**src/rtl/seq_detector_param.sv**
```systemverilog
// ----------------------------------------------------------------------------
// seq_detector_param
//
// Serial sequence detector with a runtime-loadable pattern of 1..PAT_W bits.
// Bits on x are sampled on rising clk edges where valid=1 and shifted into a
// history register. A match fires when the newest len bits equal the low len
// bits of the active pattern. pattern[len-1] is the oldest (first received)
// bit of the window. Overlapping or non-overlapping detection is chosen when
// the configuration is loaded.
//
// Ports
//   clk        rising-edge clock
//   rst_n      asynchronous, active-low reset
//   x          serial data bit
//   valid      x is sampled only when valid=1
//   cfg_load   one-cycle pulse: latch pattern/pat_len/overlap, flush history
//   pattern    pattern to latch (PAT_W bits)
//   pat_len    pattern length to latch (0 or >PAT_W means PAT_W)
//   overlap    overlap mode to latch (1 = overlapping)
//   clr_cnt    synchronous clear of match_cnt (wins over a same-cycle match)
//   z          registered single-cycle match pulse
//   match_cnt  saturating count of matches
//   armed      history holds at least a full window of the active length
// ----------------------------------------------------------------------------
module seq_detector_param #(
    parameter int                 PAT_W   = 8,
    parameter int                 CNT_W   = 8,
    parameter logic [PAT_W-1:0]   DEF_PAT = PAT_W'(8'h0A),
    parameter int                 DEF_LEN = 4,
    parameter bit                 DEF_OVL = 1'b0,
    localparam int                LEN_W   = $clog2(PAT_W + 1)
) (
    input  logic              clk,
    input  logic              rst_n,
    input  logic              x,
    input  logic              valid,
    input  logic              cfg_load,
    input  logic [PAT_W-1:0]  pattern,
    input  logic [LEN_W-1:0]  pat_len,
    input  logic              overlap,
    input  logic              clr_cnt,
    output logic              z,
    output logic [CNT_W-1:0]  match_cnt,
    output logic              armed
);

    localparam logic [LEN_W-1:0] PAT_W_L   = LEN_W'(PAT_W);
    // The reset length obeys the same clamp rule as a loaded length.
    localparam logic [LEN_W-1:0] DEF_LEN_L =
        (DEF_LEN < 1 || DEF_LEN > PAT_W) ? PAT_W_L : LEN_W'(DEF_LEN);

    // Active configuration
    logic [PAT_W-1:0] pat_reg, pat_next;
    logic [LEN_W-1:0] len_reg, len_next;
    logic             ovl_reg, ovl_next;

    // Stream state
    logic [PAT_W-1:0] hist_reg, hist_next;
    logic [LEN_W-1:0] fill_reg, fill_next;

    // Output registers
    logic             z_reg, z_next;
    logic [CNT_W-1:0] cnt_reg, cnt_next;
    logic             armed_reg, armed_next;

    // Helpers
    logic [PAT_W-1:0] hist_shift;
    logic [LEN_W-1:0] fill_inc;
    logic [LEN_W-1:0] len_in;
    logic [PAT_W-1:0] bit_ok;
    logic             window_hit;
    logic             match;

    assign hist_shift = {hist_reg[PAT_W-2:0], x};

    // Per-bit masked compare: bits at or above the active length are ignored.
    generate
        for (genvar gi = 0; gi < PAT_W; gi++) begin : g_cmp
            assign bit_ok[gi] = (LEN_W'(gi) >= len_reg) ||
                                (hist_shift[gi] == pat_reg[gi]);
        end
    endgenerate

    assign window_hit = &bit_ok;

    always_comb begin
        fill_inc = (fill_reg >= PAT_W_L) ? PAT_W_L : fill_reg + LEN_W'(1);
        len_in   = (pat_len == '0 || pat_len > PAT_W_L) ? PAT_W_L : pat_len;

        // A sample arriving with cfg_load is discarded, so it cannot match.
        match = valid && !cfg_load && (fill_inc >= len_reg) && window_hit;

        pat_next  = pat_reg;
        len_next  = len_reg;
        ovl_next  = ovl_reg;
        hist_next = hist_reg;
        fill_next = fill_reg;

        if (cfg_load) begin
            pat_next  = pattern;
            len_next  = len_in;
            ovl_next  = overlap;
            hist_next = '0;
            fill_next = '0;
        end else if (valid) begin
            hist_next = hist_shift;
            // Non-overlap restarts the window count so the next match needs
            // len fresh bits; overlap keeps it so a suffix can seed a match.
            fill_next = (match && !ovl_reg) ? '0 : fill_inc;
        end

        z_next     = match;
        armed_next = (fill_next >= len_next);

        cnt_next = cnt_reg;
        if (clr_cnt)
            cnt_next = '0;
        else if (match && cnt_reg != '1)
            cnt_next = cnt_reg + CNT_W'(1);
    end

    always_ff @(posedge clk or negedge rst_n) begin
        if (!rst_n) begin
            pat_reg   <= DEF_PAT;
            len_reg   <= DEF_LEN_L;
            ovl_reg   <= DEF_OVL;
            hist_reg  <= '0;
            fill_reg  <= '0;
            z_reg     <= 1'b0;
            cnt_reg   <= '0;
            armed_reg <= 1'b0;
        end else begin
            pat_reg   <= pat_next;
            len_reg   <= len_next;
            ovl_reg   <= ovl_next;
            hist_reg  <= hist_next;
            fill_reg  <= fill_next;
            z_reg     <= z_next;
            cnt_reg   <= cnt_next;
            armed_reg <= armed_next;
        end
    end

    assign z         = z_reg;
    assign match_cnt = cnt_reg;
    assign armed     = armed_reg;

endmodule

```
**config.mk**
```make
export PLATFORM = sky130hd
export DESIGN_NAME = seq_detector_param
export DESIGN_NICKNAME = d
export VERILOG_FILES = /design/src/rtl/seq_detector_param.sv
export SDC_FILE = /design/constraint.sdc
export NUM_CORES = 1
export LEC_CHECK = 0
export CELL_PAD_IN_SITES_DETAIL_PLACEMENT = 0
export CELL_PAD_IN_SITES_GLOBAL_PLACEMENT = 1
export CORE_UTILIZATION = 30
export CTS_CLUSTER_SIZE = 25
export DETAILED_ROUTE_END_ITERATION = 8
export GPL_TIMING_DRIVEN = 0
export PLACE_DENSITY_LB_ADDON = 0.1
export SLEW_MARGIN = 30
export SYNTH_ARGS = -nofsm -noshare
export SYNTH_HDL_FRONTEND = slang
export SYNTH_SLANG_ARGS = --single-unit
```
**constraint.sdc**
```tcl
create_clock -name clk -period 2.8 [get_ports clk]
set_input_delay 0.56 -clock clk [delete_from_list [all_inputs] [get_ports clk]]
set_output_delay 0.56 -clock clk [all_outputs]
set_load 0.01 [all_outputs]
```
==> results of run 1 <==
## synth_stat cells, types with 2 or more instances
cell type / number
dfrtp_1: 31
nor3_2: 2
buf_6: 2
nand2b_1: 7
nand3_1: 4
nor4_1: 5
o31ai_1: 2
inv_1: 12
a21oi_1: 6
xor2_1: 2
o21ai_0: 8
nor2b_1: 8
nand4_1: 2
nor3_1: 2
xnor2_1: 7
clkbuf_1: 3
dfstp_2: 3
a22oi_1: 2
nor2_1: 22
mux2i_1: 8
mux2_2: 13
ha_1: 11
nand2_1: 10
o22ai_1: 2
a211oi_1: 2
## worst max-delay path by stage
stage	startpoint	to	slack (ns)	depth (start not counted)
floorplan	cfg_load	armed	0.01	13
global placement	valid	armed	-0.66	13
detailed placement	valid	armed	-0.59	13
CTS	x	armed	-0.02	12
global route	fill_reg[1]	armed	-0.13	14
finish	fill_reg[1]	armed	-0.002	14
## layer usage
metal | GRT usage | up-vias | wire (um)
met5 | 0 | - | 0
met4 | 0.0376 | 0 | 38
met3 | 0.0298 | 4 | 101
met2 | 0.215 | 19 | 2040
met1 | 0.195 | 727 | 2240
li1 | - | 782 | -
## through the flow
stage	worst slack [ns]	total power [mW]	hold WS [ns]
after floorplan	0.0121	0.694	0.264
after detailed placement	-0.592	0.781	0.451
after global routing	-0.129	1.30	0.141
after global placement	-0.662	0.778	0.519
final	-0.00152	1.23	0.132
after CTS	-0.0208	1.22	0.142
## placed cells by master, fill, tap and decap left out, types with 2 or more instances in the layout
| cell type | instances |
|---|---|
| nor2_1 | 21 |
| mux2i_1 | 8 |
| mux2_2 | 13 |
| nor2b_1 | 7 |
| xor2_1 | 2 |
| clkbuf_8 | 6 |
| ha_4 | 2 |
| buf_2 | 2 |
| nor4_1 | 5 |
| dfrtp_2 | 2 |
| o31ai_1 | 2 |
| nand2_1 | 9 |
| o21ai_1 | 3 |
| a21oi_1 | 5 |
| o21ai_0 | 5 |
| ha_1 | 8 |
| buf_4 | 11 |
| o22ai_1 | 2 |
| xnor2_1 | 6 |
| a22oi_1 | 2 |
| nand3_1 | 4 |
| nand2b_4 | 2 |
| nand4_1 | 2 |
| nand2b_1 | 5 |
| clkbuf_1 | 3 |
| dfstp_2 | 3 |
| dfrtp_1 | 29 |
| inv_1 | 11 |
| nor3_1 | 2 |
| clkdlybuf4s50_1 | 25 |
## area by class of cell
cell class	count	area share
plain buffers	6	0.0120
multi-input cells	144	0.428
flip-flops and latches	34	0.328
repair buffers	40	0.142
inverters	12	0.0172
clock buffers	6	0.0316
well taps	77	0.0368
clock inverters	2	0.00478
## worst max-delay path: stages, from the launching register on
cell and delay, ns:
dfrtp_1 0.43, inv_1 0.07, ha_1 0.27, nor2b_4 0.16
ha_4 0.20, a2111o_1 0.39, nand2_2 0.10, nor3_4 0.06
o21a_1 0.22, ha_1 0.26, nand2b_4 0.14, a21oi_2 0.10
nor2b_1 0.05, o21ai_1 0.13, nand2b_1 0.08
## power groups by stage
stage | combinational [mW] | clock [mW] | sequential (mW)
2_1_floorplan | 0.142 | 0 | 0.552
3_3_place_gp | 0.220 | 0 | 0.558
3_5_place_dp | 0.223 | 0 | 0.559
4_1_cts | 0.270 | 0.407 | 0.548
5_1_grt | 0.322 | 0.421 | 0.555
6_report | 0.285 | 0.390 | 0.550
## what timing repair did
action                     CTS  global route
setup endpoints to repair    1             1
setup buffers                9             2
cloned                       0             0
pin swaps                    8             8
gates resized for setup     12             9
## logic make-up (layout without fill, tap and decap cells)
group,count (synthesis),in the layout,share of synthesized area
buf+inv,19,66,0.0442
fa+ha+maj,11,11,0.0695
xor+xnor,9,9,0.0398
compound gates,29,29,0.0941
mux,22,22,0.120
flops,34,34,0.431
simple gates,73,73,0.201
==> summary.md, run 1 <==
| Metric | Value |
|---|---|
| Vias in the first global route | 1549 |
| Yosys cell types | 46 |
| Placed cell area | 2370 um2 |
| Worst setup margin | -0.00152 ns |
| Tightest Pin Transition | 0.662 ns |
| H-tree depth | 2 |
| Cts bufs inserted | 5 |
| Post-Layout Cell Count | 321 |
| CP Class | reg -> reg |
| Final wirelength | 4420 um |
| R2r worst-path depth | 14 |
| Vias per cell | 4.77 |
| ANT nets after route | 0 |
| Gr usage total | 0.139 |
| Final worst path period need | 2.80 ns |
| Slew headroom | 0.559 |
| Initial DRC count | 41 |
| Yosys reg bits | 34 |
| Synth warn | 0 |
| Hold_buf cts | 0 |
| EDFF count, synth | 0 |
| Clock sink count | 34 |
| Diodes inserted | 0 |
| Fillers | 604 |
| Die H | 83.3 um |
| Die span in x | 83.3 um |
| Sequential Power Share | 0.449 |
| Switching Share | 0.288 |
| Leakage power | 1.12 nW |
| HP Class | in -> async |
| Clk Latency, worst-skew pair | 0.29 ns |
| Initial Utilization | 0.312 |
| Failing checks | negative setup slack |
| Core ar. | 6350 um2 |
| Post-Syn Area | 1980 um2 |
| Pint | 0.872 mW |
| Vias | 1532 |
| CP max FO | 5 |
| R2r setup slk | -0.002 ns |
| Syn nets | 227 |
| Proportion of power drawn by combinational gates | 0.233 |
| CTS tree | built |
| Multi-input logic area | 1120 um2 |
| Net count, final | 273 |
| Final GP Congestion | 0.729 |
| Die ar. | 6930 um2 |
| Sum Neg Setup Slack | -0.00152 ns |
| Post-Synthesis Cells | 197 |
| Reg area | 857 um2 |
| IO Pins | 29 |
| Sequential element share of the synthesized area | 0.431 |
| Global-route wire length before repair | 7670 um |
| Asr flop ratio synth | 1.00 |
| Switching power | 0.353 mW |
| Crit path required time | 2.97 ns |
| Dpl hpwl | 3200 um |
| Longest Clk Path Bufs | 2 |
| Post-layout instance area | 2620 um2 |
| Max VDD drop | 0.225 mV |
| Area Overhead vs Synth | 32.1% |
| Synth top area share | 0.392 |
| Final hold vios | 0 |
| Core Rows | 29 |
| Clock network power share | 0.318 |
| Cell Pwr Density | 468 nW/um2 |
| Drt wl/cell | 13.8 um |
| Root buffer cell | clkbuf_8 |
| Top_reg_cell synth | dfrtp_1 |
| Largest net degree at the start of global routing | 26 |
| Worst Path Arrival | 2.97 ns |
| Area leader, netlist | dfrtp_1 |
| DRC viols | 0 |
| Slew Limit Fails | 0 |
| Initial antenna violation count | 0 |
| Unrepaired setup endpoints after global routing | true |
| Setup violations, final | 1 |
| Crit path launch type | flop |
| F_max | 357 MHz |
| First drt pass iteration count | 4 |
| Reg2Reg Capture Point | armed |
| Final Util | 0.412 |
| Worst-path clk slew | 0.08 ns |
| GR Overflow Total | 0 |
| Inst Count DP | 302 |
| Origin of the critical flop-to-flop path | fill_reg[1] |
| Final setup skew | 0.00500 ns |
| Number of buffers added on ports | 27 |
| Setup crit end kind | flop |
| Max cap viols | 0 |
| Dominant cells by area after synthesis | dfrtp_1, mux2_2, ha_1 |
| Fin crit share | 1.00 |
| Status | complete, but fails checks |
| Avg Inst Size Synth | 10.1 um2 |
| Layout cells sized above 1 | 0.250 |
Note: power is estimated with default switching activity, not from simulation.
==> inputs of run 2 (changes only) <==
Settings changed: CTS_CLUSTER_DIAMETER set to 150.
Clock period 2.8 ns to 2.4 ns, I/O delays scaled along.
==> run 2 against run 1 <==
The flow still finishes with violations (negative setup slack). Setup slack worse by 0.36 ns. Count of clock-buffer cells in the layout unchanged. Worst hold slack worse by 0.033 ns. Combinational power up 20%. Fmax up 1.6%. Clock skew about the same. Non-clock buffer count up 1. Design area up 1.2%. Die area unchanged. Sequential power up 17%. Global-route usage up 0.42 points. Total power up 17%.
==> summary.md, run 2 (synthesis gave the netlist of run 1 again) <==
| Metric | Value |
|---|---|
| Longest Clk Path Bufs | 2 (unchanged) |
| Origin of the critical flop-to-flop path | fill_reg[0] (was fill_reg[1]) |
| Global-route wire length before repair | 7790 um (was 7670 um) |
| Core Rows | 29 (unchanged) |
| Slew headroom | 0.542 (was 0.559) |
| Post-Layout Cell Count | 322 (was 321) |
| Setup crit start | fill_reg[0] (was fill_reg[1]) |
| Unrepaired setup endpoints after global routing | true (unchanged) |
| Slew Limit Fails | 0 (unchanged) |
| Core ar. | 6350 um2 (unchanged) |
| Crit path required time | 2.58 ns (was 2.97 ns) |
| Final GP Congestion | 0.718 (was 0.729) |
| CP max FO | 5 (unchanged) |
| Setup crit end kind | flop (unchanged) |
| Vias | 1570 (was 1532) |
| F_max | 363 MHz (was 357 MHz) |
| Final Util | 0.417 (was 0.412) |
| Most common cell after layout, fill and taps aside | dfrtp_1 (unchanged) |
| Multi-input logic area | 1130 um2 (was 1120 um2) |
| Cell Pwr Density | 543 nW/um2 (was 468 nW/um2) |
| IO Pins | 29 (unchanged) |
| Vias per cell | 4.88 (was 4.77) |
| Root buffer cell | clkbuf_8 (unchanged) |
| Setup violations, final | 2 (was 1) |
| Die ar. | 6930 um2 (unchanged) |
| Most frequent cells in the layout | dfrtp_1, clkdlybuf4s50_1, nor2_1 (unchanged) |
| Clock sink count | 34 (unchanged) |
| First drt pass iteration count | 4 (unchanged) |
| Fin crit share | 1.15 (was 1.00) |
| Diodes inserted | 0 (unchanged) |
| Number of buffers added on ports | 27 (unchanged) |
| Cts bufs inserted | 5 (unchanged) |
| Max VDD drop | 0.269 mV (was 0.225 mV) |
| Inst Count DP | 302 (unchanged) |
| Status | complete, but fails checks (unchanged) |
| Fillers | 636 (was 604) |
| Reg area | 858 um2 (was 857 um2) |
| Final setup skew | 0.00507 ns (was 0.00500 ns) |
| H-tree depth | 2 (unchanged) |
| Die H | 83.3 um (unchanged) |
| CP Class | reg -> reg (unchanged) |
| Worst setup margin | -0.357 ns (was -0.00152 ns) |
| GR Overflow Total | 0 (unchanged) |
| Worst-path clk slew | 0.08 ns (about the same) |
| Initial Utilization | 0.312 (unchanged) |
| Area Overhead vs Synth | 33.7% (was 32.1%) |
| DP Worst Slack | -0.858 ns (was -0.592 ns) |
| ANT nets after route | 0 (unchanged) |
| Largest net degree at the start of global routing | 23 (was 26) |
| Max cap viols | 0 (unchanged) |
| Gr usage total | 0.143 (was 0.139) |
| Final hold vios | 0 (unchanged) |
| Leakage power | 1.13 nW (was 1.12 nW) |
| Vias in the first global route | 1537 (was 1549) |
| Initial antenna violation count | 0 (unchanged) |
| DRC viols | 0 (unchanged) |
| Tightest Pin Transition | 0.687 ns (was 0.662 ns) |
| Drt wl/cell | 14.2 um (was 13.8 um) |
| Failing checks | negative setup slack (unchanged) |
| CTS tree | built (unchanged) |
| Final worst path period need | 2.76 ns (was 2.80 ns) |
| Die span in x | 83.3 um (unchanged) |
| Final wirelength | 4580 um (was 4420 um) |
| Net count, final | 274 (was 273) |
| Worst Path Arrival | 2.93 ns (was 2.97 ns) |
| Crit path launch type | flop (unchanged) |
| Dpl hpwl | 3220 um (was 3200 um) |
| HP Class | in -> async (unchanged) |
| Initial DRC count | 64 (was 41) |
| Clk Latency, worst-skew pair | 0.29 ns (about the same) |
| Layout cells sized above 1 | 0.265 (was 0.250) |
run 2: timing repair:
item                       4_1_cts  5_1_grt
setup buffers                   12        1
hold buffers                     0        0
gates resized for setup         13        8
setup endpoints to repair        7        9
pin swaps                       11        4
cloned                           0        0
run 2: worst paths after layout:
check                                    end  slack [ns]  cells after the start
worst max-delay path                   armed       -0.36                     14
worst min-delay path            match_cnt[3]         0.1                      1
worst min register to register    pat_reg[2]        0.54                      1
worst max register to register         armed       -0.36                     14
min in group clk                  pat_reg[2]        0.54                      1
max in group asynchronous         pat_reg[3]        1.78                      2
run 2: final cells by class:
cell class                 instances  share of cell area
multi-input combinational        144               0.426
sequential                        34               0.324
timing repair buffer              41               0.148
tap                               77              0.0364
clock buffer                       6              0.0312
inverter                          12              0.0170
buffer                             6              0.0118
clock inverter                     2             0.00473
run 2: critical path: stages (launching register included):
cell and delay [ns]:
dfrtp_2 0.44, ha_2 0.21, xnor2_2 0.17, nor2_2 0.08
ha_1 0.20, a2111o_1 0.38, nand2_2 0.12, nor3_4 0.06
o21a_1 0.21, ha_1 0.27, nand2b_4 0.14, a21oi_2 0.12
nor2b_1 0.05, o21ai_1 0.14, nand2b_1 0.07
run 2: power by group:
part           leakage, nW  switching (mW)  internal, mW
logic                0.652           0.157         0.183
clock network       0.0472           0.224         0.231
registers            0.436          0.0323         0.609
run 2: stage by stage:
| stage | TNS (ns) | power, mW | cell area, um2 | hold slack, ns |
|---|---|---|---|---|
| 2_1_floorplan | -0.339 | 0.816 | 2000 | 0.184 |
| 3_3_place_gp | -5.92 | 0.914 | 2360 | 0.521 |
| 3_5_place_dp | -3.82 | 0.920 | 2390 | 0.428 |
| 4_1_cts | -0.500 | 1.44 | 2610 | 0.109 |
| 5_1_grt | -0.908 | 1.53 | 2650 | 0.111 |
| 6_report | -0.382 | 1.44 | 2650 | 0.0995 |
run 2: routing by layer:
layer / wire, um / global-route usage
met2: 2170 / 0.218
met4: 46 / 0.0486
met3: 116 / 0.0318
met5: 0 / 0
met1: 2250 / 0.199
